`config.mk`:
```
export PLATFORM = sky130hd
export DESIGN_NAME = sat_counter
export DESIGN_NICKNAME = d
export VERILOG_FILES = /design/src/rtl/prbs21_checker_sat_counter.sv
export SDC_FILE = /design/constraint.sdc
export NUM_CORES = 1
export LEC_CHECK = 0
export BUFFER_PORTS_ARGS = -buffer_cell sky130_fd_sc_hd__buf_2
export CORE_ASPECT_RATIO = 0.8
export CORE_UTILIZATION = 55
export DETAILED_ROUTE_END_ITERATION = 16
export PLACE_DENSITY = 0.91
export SETUP_SLACK_MARGIN = 0.05
export SYNTH_ARGS = -nofsm -noshare
export SYNTH_HDL_FRONTEND = slang
export SYNTH_SLANG_ARGS = --single-unit
```
`constraint.sdc`:
```
create_clock -name clk -period 3.58 [get_ports clk]
set_input_delay 0.358 -clock clk [delete_from_list [all_inputs] [get_ports clk]]
set_output_delay 0.358 -clock clk [all_outputs]
set_load 0.005 [all_outputs]
```
`src/rtl/prbs21_checker_sat_counter.sv`:
```
// Saturating up-counter with synchronous clear; holds at all-ones instead of wrapping.
module sat_counter #(
    parameter int W = 64
) (
    input  logic         clk,
    input  logic         rstb,
    input  logic         clr,
    input  logic         inc,
    output logic [W-1:0] count
);

    localparam logic [W-1:0] ONE = W'(1);

    always_ff @(posedge clk) begin
        if (!rstb || clr) begin
            count <= '0;
        end else if (inc && (count != '1)) begin
            count <= count + ONE;
        end
    end

endmodule

```
==> impl_results.md, run 1 <==
* Syn_nets at 430
* Initial antenna violation count at 0
* Hold Startpoint: clr
* CTS buffer count at 9
* Area grow syn2layout at 19.0%
* Slew HR at 0.146
* FFs w/ async S/R, synth at 0
* Vias at about 3800
* Kind of critical path: reg2reg
* Hold path cells at 4
* Total grt overflow at 0
* Layout cells sized above 1 at 0.198
* Power density over cell area at between 300 and 400 nW/um^2
* Leak pwr at about 0.0015 uW
* Pins Over Slew Limit at 0
* Status: complete, no violations
* Worst-margin pin slew at between 1 and 1.5 ns
* # setup viols final at 0
* Largest area contributor in the netlist: dfxtp_1
* Sink Count at 64
* Clock Skews at ~0.011 ns
* Final wirelength at about 9800 um
* TritonRoute pass-1 iters at 5
* Hold endpoint: count[61]
* Initial core utilization at 0.573
* # rows at 25
* Pwr Total at 1440 uW
* WP data arrival at about 3.1 ns
* Number of global-route vias before repair at roughly 3300
* I/O pins at roughly 70
* Count leader, synth: dfxtp_1
* Total track usage at 0.304
* Setup_tns at 0 ns
* Hold/Removal Path Class: in2reg
* Top area cells in the synthesized netlist: dfxtp_1 38%, a21oi_1 5.3%, nand2_1 4.7%
* Minimum clock period after layout at 2.82 ns
* Die height at 72.4 um
* Die area at roughly 6500 um^2
* Pre-CTS setup slack at roughly 0.84 ns
* Achievable Freq at around 350 MHz
* Largest net degree at the start of global routing at 39
* Crit. End Element: flip-flop
* Post-DP Area at about 3800 um^2
* PostCTS Resize Cnt at 0
* Largest regs: count x64
* Deepest clock path buffer count at 2
* Final nets at between 400 and 500
* Detail Route Antenna Nets at 0
* CTS tree: built
* H-tree depth reported by CTS at 3
* Register-to-register setup slack at ~0.76 ns
* R2R Path End: count[59]
* Synth Cell Area at 3410 um^2
* Top cells by count, synth: 64 x dfxtp_1, 43 x nand2_1, 36 x a21oi_1
* Largest Register: count
* Post-synth top area share at 0.376
* Post-CTS Setup Inserts at 0
* Chip width at approximately 90 um
* Post-synth EDFFs at 0
* Final Cell Area at a little over 4000 um^2
* Max-cap violations at 0
* Critical Path RT at roughly 3.9 ns
* Clock root cell: clkbuf_8
* Final setup margin at around 0.76 ns
* DRC at 0
* Final Hold Vio Count at 0
* Wire per inst at roughly 17 um
* CP max FO at 9
* RSZ-0062 raised after global routing: false
* Tcrit/Tclk final at 0.788
* Reg2reg start: count[24]
* Placeable Area at just under 6000 um^2
* Dpl hpwl at 6840 um
* CTS clk-pin slew, worst paths at approximately 0.070 ns
* I/O Buffers at between 60 and 70
* Synth Register Bits at 64
* Vias per cell at 6.56
* Filler cells at 513
* First DRT Iteration DRCs at 340
* R2R cell count at 6
* CP startpoint kind: flip-flop
* Worst skew pair latency at 0.35 ns
* # diodes at 0
* Max reg flops at 64
* Cells after synthesis at approximately 430
* First-pass GRT wire length at about 16000 um
* Worst setup path start: count[24]
* Synth Warn # at 0
* Hold bufs inserted after CTS at 0
* Avg Inst Size Synth at roughly 8.0 um^2
* Seq/Total Area, Yosys at 0.376
* Max VDD drop at 0.344 mV
* Final GP Congestion at roughly 0.94
* Ys flop type: dfxtp_1
* Count of cell types in the netlist at 42
worst max path at each step:
stage,slack [ns],to,cells after the start
floorplan,1.05,count[51],6
global placement,0.90,count[51],6
detailed placement,0.84,count[51],6
CTS,0.81,count[59],6
global route,0.63,count[59],6
finish,0.76,count[59],6
cells in the final DEF, fill, tap and decap left out, types with 3 or more instances in the layout:
| cell | instances |
|---|---|
| a21oi_1 | 36 |
| and2_1 | 7 |
| and3_1 | 13 |
| and4_1 | 14 |
| buf_2 | 67 |
| buf_4 | 4 |
| clkbuf_8 | 10 |
| clkinv_2 | 3 |
| dfxtp_1 | 64 |
| nand2_1 | 43 |
| nand3_1 | 22 |
| nand4_1 | 22 |
| nor2_1 | 32 |
| nor3_1 | 5 |
| nor4_1 | 8 |
| o2111ai_1 | 4 |
| o211ai_1 | 4 |
| o21ai_0 | 26 |
| o31ai_1 | 10 |
| or3_1 | 25 |
| or4_1 | 18 |
| xnor2_1 | 6 |
| xor2_1 | 15 |
per-stage QoR:
step | utilization | hold WS (ns) | std cells
2_1_floorplan | - | 0.477 | 425
3_3_place_gp | 0.645 | 0.474 | 560
3_5_place_dp | 0.645 | 0.492 | 560
4_1_cts | 0.682 | 0.458 | 576
5_1_grt | 0.682 | 0.474 | 576
6_report | 0.682 | 0.468 | 576
area by class of cell:
class / instances / area, um^2 / area share
repair buffers: 72 / 385 / 0.0951
well taps: 81 / 101 / 0.0250
flip-flops and latches: 64 / 1280 / 0.316
inverters: 2 / 7.51 / 0.00185
multi-input cells: 341 / 2060 / 0.507
clock inverters: 6 / 82.6 / 0.0204
clock buffers: 10 / 138 / 0.0340
worst max-delay path, cell delays in order, from the launching register on:
cell     delay (ns)
dfxtp_1        0.48
nand4_2        0.18
or4_4          0.52
nor4_2         0.85
nand3_1        0.18
or3_1          0.37
a21oi_1        0.17
metal layers:
metal / share of wire / global-route usage / wire, um / vias up
met2: 0.43 / 0.450 / 4240 / 213
met3: 0.11 / 0.0849 / 1110 / 28
met1: 0.43 / 0.416 / 4240 / 1774
met5: 0 / 0 / 0 / -
li1: - / - / - / 1764
met4: 0.022 / 0.133 / 220 / 0
report_power, final:
group | internal (uW) | switching [uW] | total [uW]
clock network | 407 | 289 | 696
logic | 8.47 | 25.8 | 34.2
registers | 712 | 0.904 | 713
cell families after synthesis:
kind of cell,count (synthesis),share of synthesized area
AND/OR/NAND/NOR,222,0.371
buffers and inverters,20,0.0220
flip-flops,64,0.376
AO/OA/AOI/OAI,97,0.173
adder cells (fa/ha/maj),1,0.00367
XOR/XNOR,21,0.0540
Note: power is estimated with default switching activity, not from simulation.
==> run 2: changes to the inputs <==
CORE_UTILIZATION = 50   (was 55)
PLACE_DENSITY = 0.87   (was 0.91)
clock period = 2.5 ns   (was 3.58 ns; I/O delays follow)
==> impl_results.md, run 2 (synthesized netlist as in run 1, its figures left out) <==
* Status: finished, violations left
* Failing checks: negative setup slack
* Post-DP Area at 4080 um^2
* Placeable Area at ~6500 um^2
* Vias at roughly 3900
* Final setup margin at -0.00549 ns
* Number of global-route vias before repair at around 3400
* Tcrit/Tclk final at 1.00
* TritonRoute pass-1 iters at 5
* Minimum clock period after layout at roughly 2.5 ns
* H-tree depth reported by CTS at 3
* Leak pwr at 0.00168 uW
* Wire per inst at 17.3 um
* Max VDD drop at around 0.29 mV
* Most frequent cells in the layout: 67 x buf_2, 56 x dfxtp_1, 43 x nand2_1, 43 x buf_4, 35 x a21oi_1
* Initial antenna violation count at 0
* Detail Route Antenna Nets at 0
* Worst-margin pin slew at 0.608 ns
* Clock Skews at ~0.0054 ns
* WP data arrival at between 2 and 3 ns
* Largest net degree at the start of global routing at 33
* Commonest non-fill, non-tap cell in the layout: buf_2
* Sequential Area at ~1300 um^2
* Pins Over Slew Limit at 0
* DRC at 0
* Slew HR at 0.595
* Area grow syn2layout at 28.4%
* # diodes at 0
* CP startpoint kind: flip-flop
* Final nets at ~530
* Worst skew pair latency at between 0.3 and 0.4 ns
* Worst-path cell chain: nand4_4 > or4_4 > or4_4 > or4_4 > or3_1 > a21oi_1
* Multi-input logic area at about 2100 um^2
* Max-cap violations at 0
* # rows at 26
* Total grt overflow at 0
* I/O pins at 68
* Sink Count at 64
* Initial core utilization at 0.526
* Die height at about 76 um
* CTS tree: built
* Filler cells at 542
* CTS buffer count at 9
* Clock root cell: clkbuf_8
* Pwr Total at ~2100 uW
* Achievable Freq at between 300 and 400 MHz
* I/O Buffers at 67
* CP dominant cell by count: or4_4
* CP max FO at 3
* First-pass GRT wire length at 16800 um
* # setup viols final at 1
* Dpl hpwl at 7480 um
* Kind of critical path: reg2reg
* RSZ-0062 raised after global routing: true
* Setup_tns at -0.00549 ns
* Largest regs: count x64
* Power density over cell area at around 480 nW/um^2
* Chip width at 94.3 um
* Max reg flops at 64
* Final Hold Vio Count at 0
* Hold bufs inserted after CTS at 0
* Final wirelength at between 10000 and 15000 um
* Max stage delay on crit path at 0.55 ns
* Crit-path slowest cell: or4_4
* Critical Path RT at about 2.8 ns
* First DRT Iteration DRCs at between 400 and 500
* Layout cells sized above 1 at 0.272
* Crit. End Element: flip-flop
* Largest Register: count
* CTS clk-pin slew, worst paths at approximately 0.07 ns
* Die area at a little over 7000 um^2
* Final Cell Area at about 4400 um^2
* Deepest clock path buffer count at 2
* Final GP Congestion at 0.961
* Vias per cell at between 6 and 7
* Hold/Removal Path Class: in2reg
* Total track usage at 0.307
* Worst Hold Slack at about 0.36 ns
-- run 2: changes by cell type in the layout (fill, tap and decap cells not counted), moves of 2 or more --
cell / before / now
or4_1: 18 / 16
clkbuf_1: 0 / 2
dfxtp_2: 0 / 7
or4_4: 2 / 4
dfxtp_1: 64 / 56
clkbuf_8: 10 / 12
clkinv_2: 3 / 0
buf_4: 4 / 43
-- run 2: final timing paths --
| path | start | end | slack, ns | depth (start not counted) |
|---|---|---|---|---|
| max | count[26] | count[51] | -0.005 | 6 |
| min | clr | count[50] | 0.36 | 4 |
| max reg2reg | count[26] | count[51] | -0.005 | 6 |
| min reg2reg | count[1] | count[1] | 0.51 | 2 |
-- run 2: metal layers --
layer  share of wire  GRT usage
met1            0.42      0.398
met2            0.47      0.502
met5               0          0
met3           0.092     0.0838
met4           0.016     0.0940
-- run 2: cell type report --
| cell class | count | share of cell area |
|---|---|---|
| Inverter | 2 | 0.00172 |
| Timing Repair Buffer | 110 | 0.151 |
| Clock inverter | 2 | 0.0137 |
| Tap cell | 84 | 0.0240 |
| Multi-Input combinational cell | 341 | 0.475 |
| Clock buffer | 14 | 0.0395 |
| Sequential cell | 64 | 0.296 |
-- run 2: worst max-delay path: cells and delay by family, from the launching register on --
kind | cells | cell delay, ns
simple gates | 5 | 1.94
compound gates | 1 | 0.13
flops | 1 | 0.36
-- run 2: timing repair --
action / in CTS / in global routing
buffers inserted: 2 / 3
resized for setup: 2 / 5
pin swaps: 4 / 1
endpoints found under the setup margin: 4 / 26
-- run 2: report_power, final --
| part | internal [uW] | total, uW | switching [uW] |
|---|---|---|---|
| clock network | 644 | 1050 | 401 |
| registers | 1020 | 1020 | 1.23 |
| logic | 11.2 | 48.1 | 37.0 |
-- run 2: stage by stage --
| stage | std cells | worst slack (ns) | utilization |
|---|---|---|---|
| 2_1_floorplan | 425 | 0.0542 | - |
| 3_3_place_gp | 596 | 0.0612 | 0.630 |
| 3_5_place_dp | 596 | 0.00304 | 0.630 |
| 4_1_cts | 614 | 0.0349 | 0.670 |
| 5_1_grt | 617 | -0.0458 | 0.675 |
| 6_report | 617 | -0.00549 | 0.675 |
==> run 3: changes to the inputs <==
ABC_AREA = 1   (was not set)
CORE_UTILIZATION = 52   (was 50)
PLACE_DENSITY = 0.88   (was 0.87)
==> impl_results.md, run 3 <==
* Pre-CTS setup slack at ~0.45 ns
* Leak pwr at 0.00193 uW
* Max-cap violations at 0
* Chip width at between 100 and 150 um
* Post-synth EDFFs at 0
* DRC at 0
* Layout cells sized above 1 at 0.125
* Initial antenna violation count at 0
* Slew HR at 0.559
* Synth Register Bits at 64
* Reg2reg start: count[21]
* Count of cell types in the netlist at 22
* Post-synth top area share at 0.306
* First-pass GRT wire length at around 22000 um
* Top area cells in the synthesized netlist: dfxtp_1 31%, nand2_1 20%, nor2_1 18%
* Seq/Total Area, Yosys at 0.306
* Final GP Congestion at 0.962
* Final wirelength at ~14000 um
* Top cells by count, synth: 223 x nand2_1, 205 x nor2_1, 83 x nand3_1
* Largest regs: count x64
* Syn_nets at around 750
* Deepest clock path buffer count at 2
* WP data arrival at between 2 and 2.5 ns
* First DRT Iteration DRCs at 538
* Net Sw Power at ~470 uW
* Total track usage at 0.346
* H-tree depth reported by CTS at 3
* Dpl cells at ~910
* CP max FO at 5
* Commonest non-fill, non-tap cell in the layout: nand2_1
* Largest area contributor in the netlist: dfxtp_1
* Setup_tns at 0 ns
* CP dominant cell by count: nor2_1
* RSZ-0062 raised after global routing: false
* Pins Over Slew Limit at 0
* R2R Path End: count[34]
* Cells after synthesis at roughly 750
* R2R cell count at 10
* Worst skew pair latency at 0.36 ns
* Largest Register: count
* Kind of critical path: reg2reg
* CP startpoint kind: flip-flop
* I/O Buffers at 67
* Largest net degree at the start of global routing at 42
* CTS tree: built
* Crit-path slowest cell: nor2_1
* Vias per cell at between 5 and 6
* CTS clk-pin slew, worst paths at approximately 0.070 ns
* Vias at around 5000
* Synth Warn # at 0
* Dpl hpwl at roughly 11000 um
* Clock network fraction of design power at 0.470
* Wire per inst at about 15 um
* PostCTS Resize Cnt at 0
* Register-to-register setup slack at around 0.43 ns
* Synth Cell Area at 4180 um^2
* Power density over cell area at roughly 420 nW/um^2
* Sink Count at between 60 and 70
* Hold Startpoint: clr
* Status: complete, no violations
* Grt met3 use at 0.0564
* Clock root cell: clkbuf_8
* Number of global-route vias before repair at roughly 4400
* Post-CTS Setup Inserts at 0
* Most frequent cells in the layout: 223 x nand2_1, 204 x nor2_1, 83 x nand3_1
* Die height at ~82 um
* Worst-path cell chain: nand2_1 > nor2_1 > buf_4 > inv_1 > nor2_1 > nand3_1 > nor2_1 > nand3_1 > nand2_1 > nor2_1
* Worst Hold Slack at 0.294 ns
* # rows at 28
* Worst-margin pin slew at 0.660 ns
* Sequential share of power at 0.499
* Final nets at between 800 and 900
* Final setup margin at 0.427 ns
* Detail Route Antenna Nets at 0
* Hold bufs inserted after CTS at 0
* FFs w/ async S/R, synth at 0
* Max VDD drop at 0.296 mV
* Crit. End Element: flip-flop
* Count leader, synth: nand2_1
* Die area at roughly 8400 um^2
* Hold endpoint: count[23]
* Hold/Removal Path Class: in2reg
* Tcrit/Tclk final at 0.829
* Sw frac at 0.230
* # diodes at 0
* Total grt overflow at 0
* Max stage delay on crit path at 0.45 ns
* Final Non-Filler Cells at 921
* Placeable Area at roughly 7600 um^2
* Achievable Freq at 482 MHz
* Avg Inst Size Synth at approximately 5.6 um^2
* Clock Skews at between 0.01 and 0.015 ns
* Cell Int Power at roughly 1600 uW
* Area grow syn2layout at 15.9%
* GR peak layer: met2
* Ys flop type: dfxtp_1
* TritonRoute pass-1 iters at 6
* CTS buffer count at 9
* # setup viols final at 0
* Met1 usage at 0.490
* Minimum clock period after layout at around 2.1 ns
* Final Hold Vio Count at 0
* I/O pins at 68
* Comb power frac at 0.031
* M2 GR Usage at 0.532
* Initial core utilization at 0.550
* Max reg flops at 64
* Critical Path RT at between 2 and 3 ns
* Hold path cells at 4
run 3: power by group through the flow:
stage	clock network [uW]	logic (uW)	registers (uW)
2_1_floorplan	0	40.8	1050
3_3_place_gp	0	60.2	1050
3_5_place_dp	0	62.6	1050
4_1_cts	967	62.8	1020
5_1_grt	1000	69.8	1020
6_report	963	63.5	1020
run 3: how the worst max path moves through the flow:
stage / to / start / depth (start not counted) / slack, ns
final: count[34] / count[21] / 10 / 0.43
after global routing: count[31] / count[0] / 9 / 0.21
after CTS: count[34] / count[0] / 9 / 0.42
after detailed placement: count[34] / count[0] / 9 / 0.45
after global placement: count[24] / count[45] / 12 / 0.55
after floorplan: count[47] / count[0] / 10 / 0.80
run 3: layout make-up:
cell class	count	area, um^2
repair buffers	74	425
inverters	64	240
clock inverters	2	37.5
clock buffers	13	169
fillers	789	2760
multi-input cells	599	2560
flip-flops and latches	64	1280
well taps	105	131
run 3: cells by family (layout without fill, tap and decap cells):
| family | Yosys count | in the layout | share of synthesized area |
|---|---|---|---|
| AND/OR/NAND/NOR | 546 | 546 | 0.544 |
| buffers and inverters | 83 | 153 | 0.0832 |
| flip-flops | 64 | 64 | 0.306 |
| AO/OA/AOI/OAI | 52 | 52 | 0.0629 |
| adder cells (fa/ha/maj) | 1 | 1 | 0.00299 |
run 3: layer usage:
metal | part of all wire | wire length, um
met1 | 0.44 | 6160
met2 | 0.43 | 6040
met3 | 0.11 | 1470
met4 | 0.020 | 283
met5 | 0 | 0
run 3: critical path, delay by kind of cell, from the launching register on:
family / cells / cell delay, ns
buf+inv: 2 / 0.20
flops: 1 / 0.42
simple gates: 8 / 1.33
run 3: metrics by stage:
step | area, um^2 | power, uW | utilization
after CTS | 4840 | 2050 | 0.637
after global placement | 4640 | 1110 | 0.610
after global routing | 4840 | 2090 | 0.637
after detailed placement | 4640 | 1110 | 0.610
after floorplan | 4180 | 1090 | -
final | 4840 | 2050 | 0.637
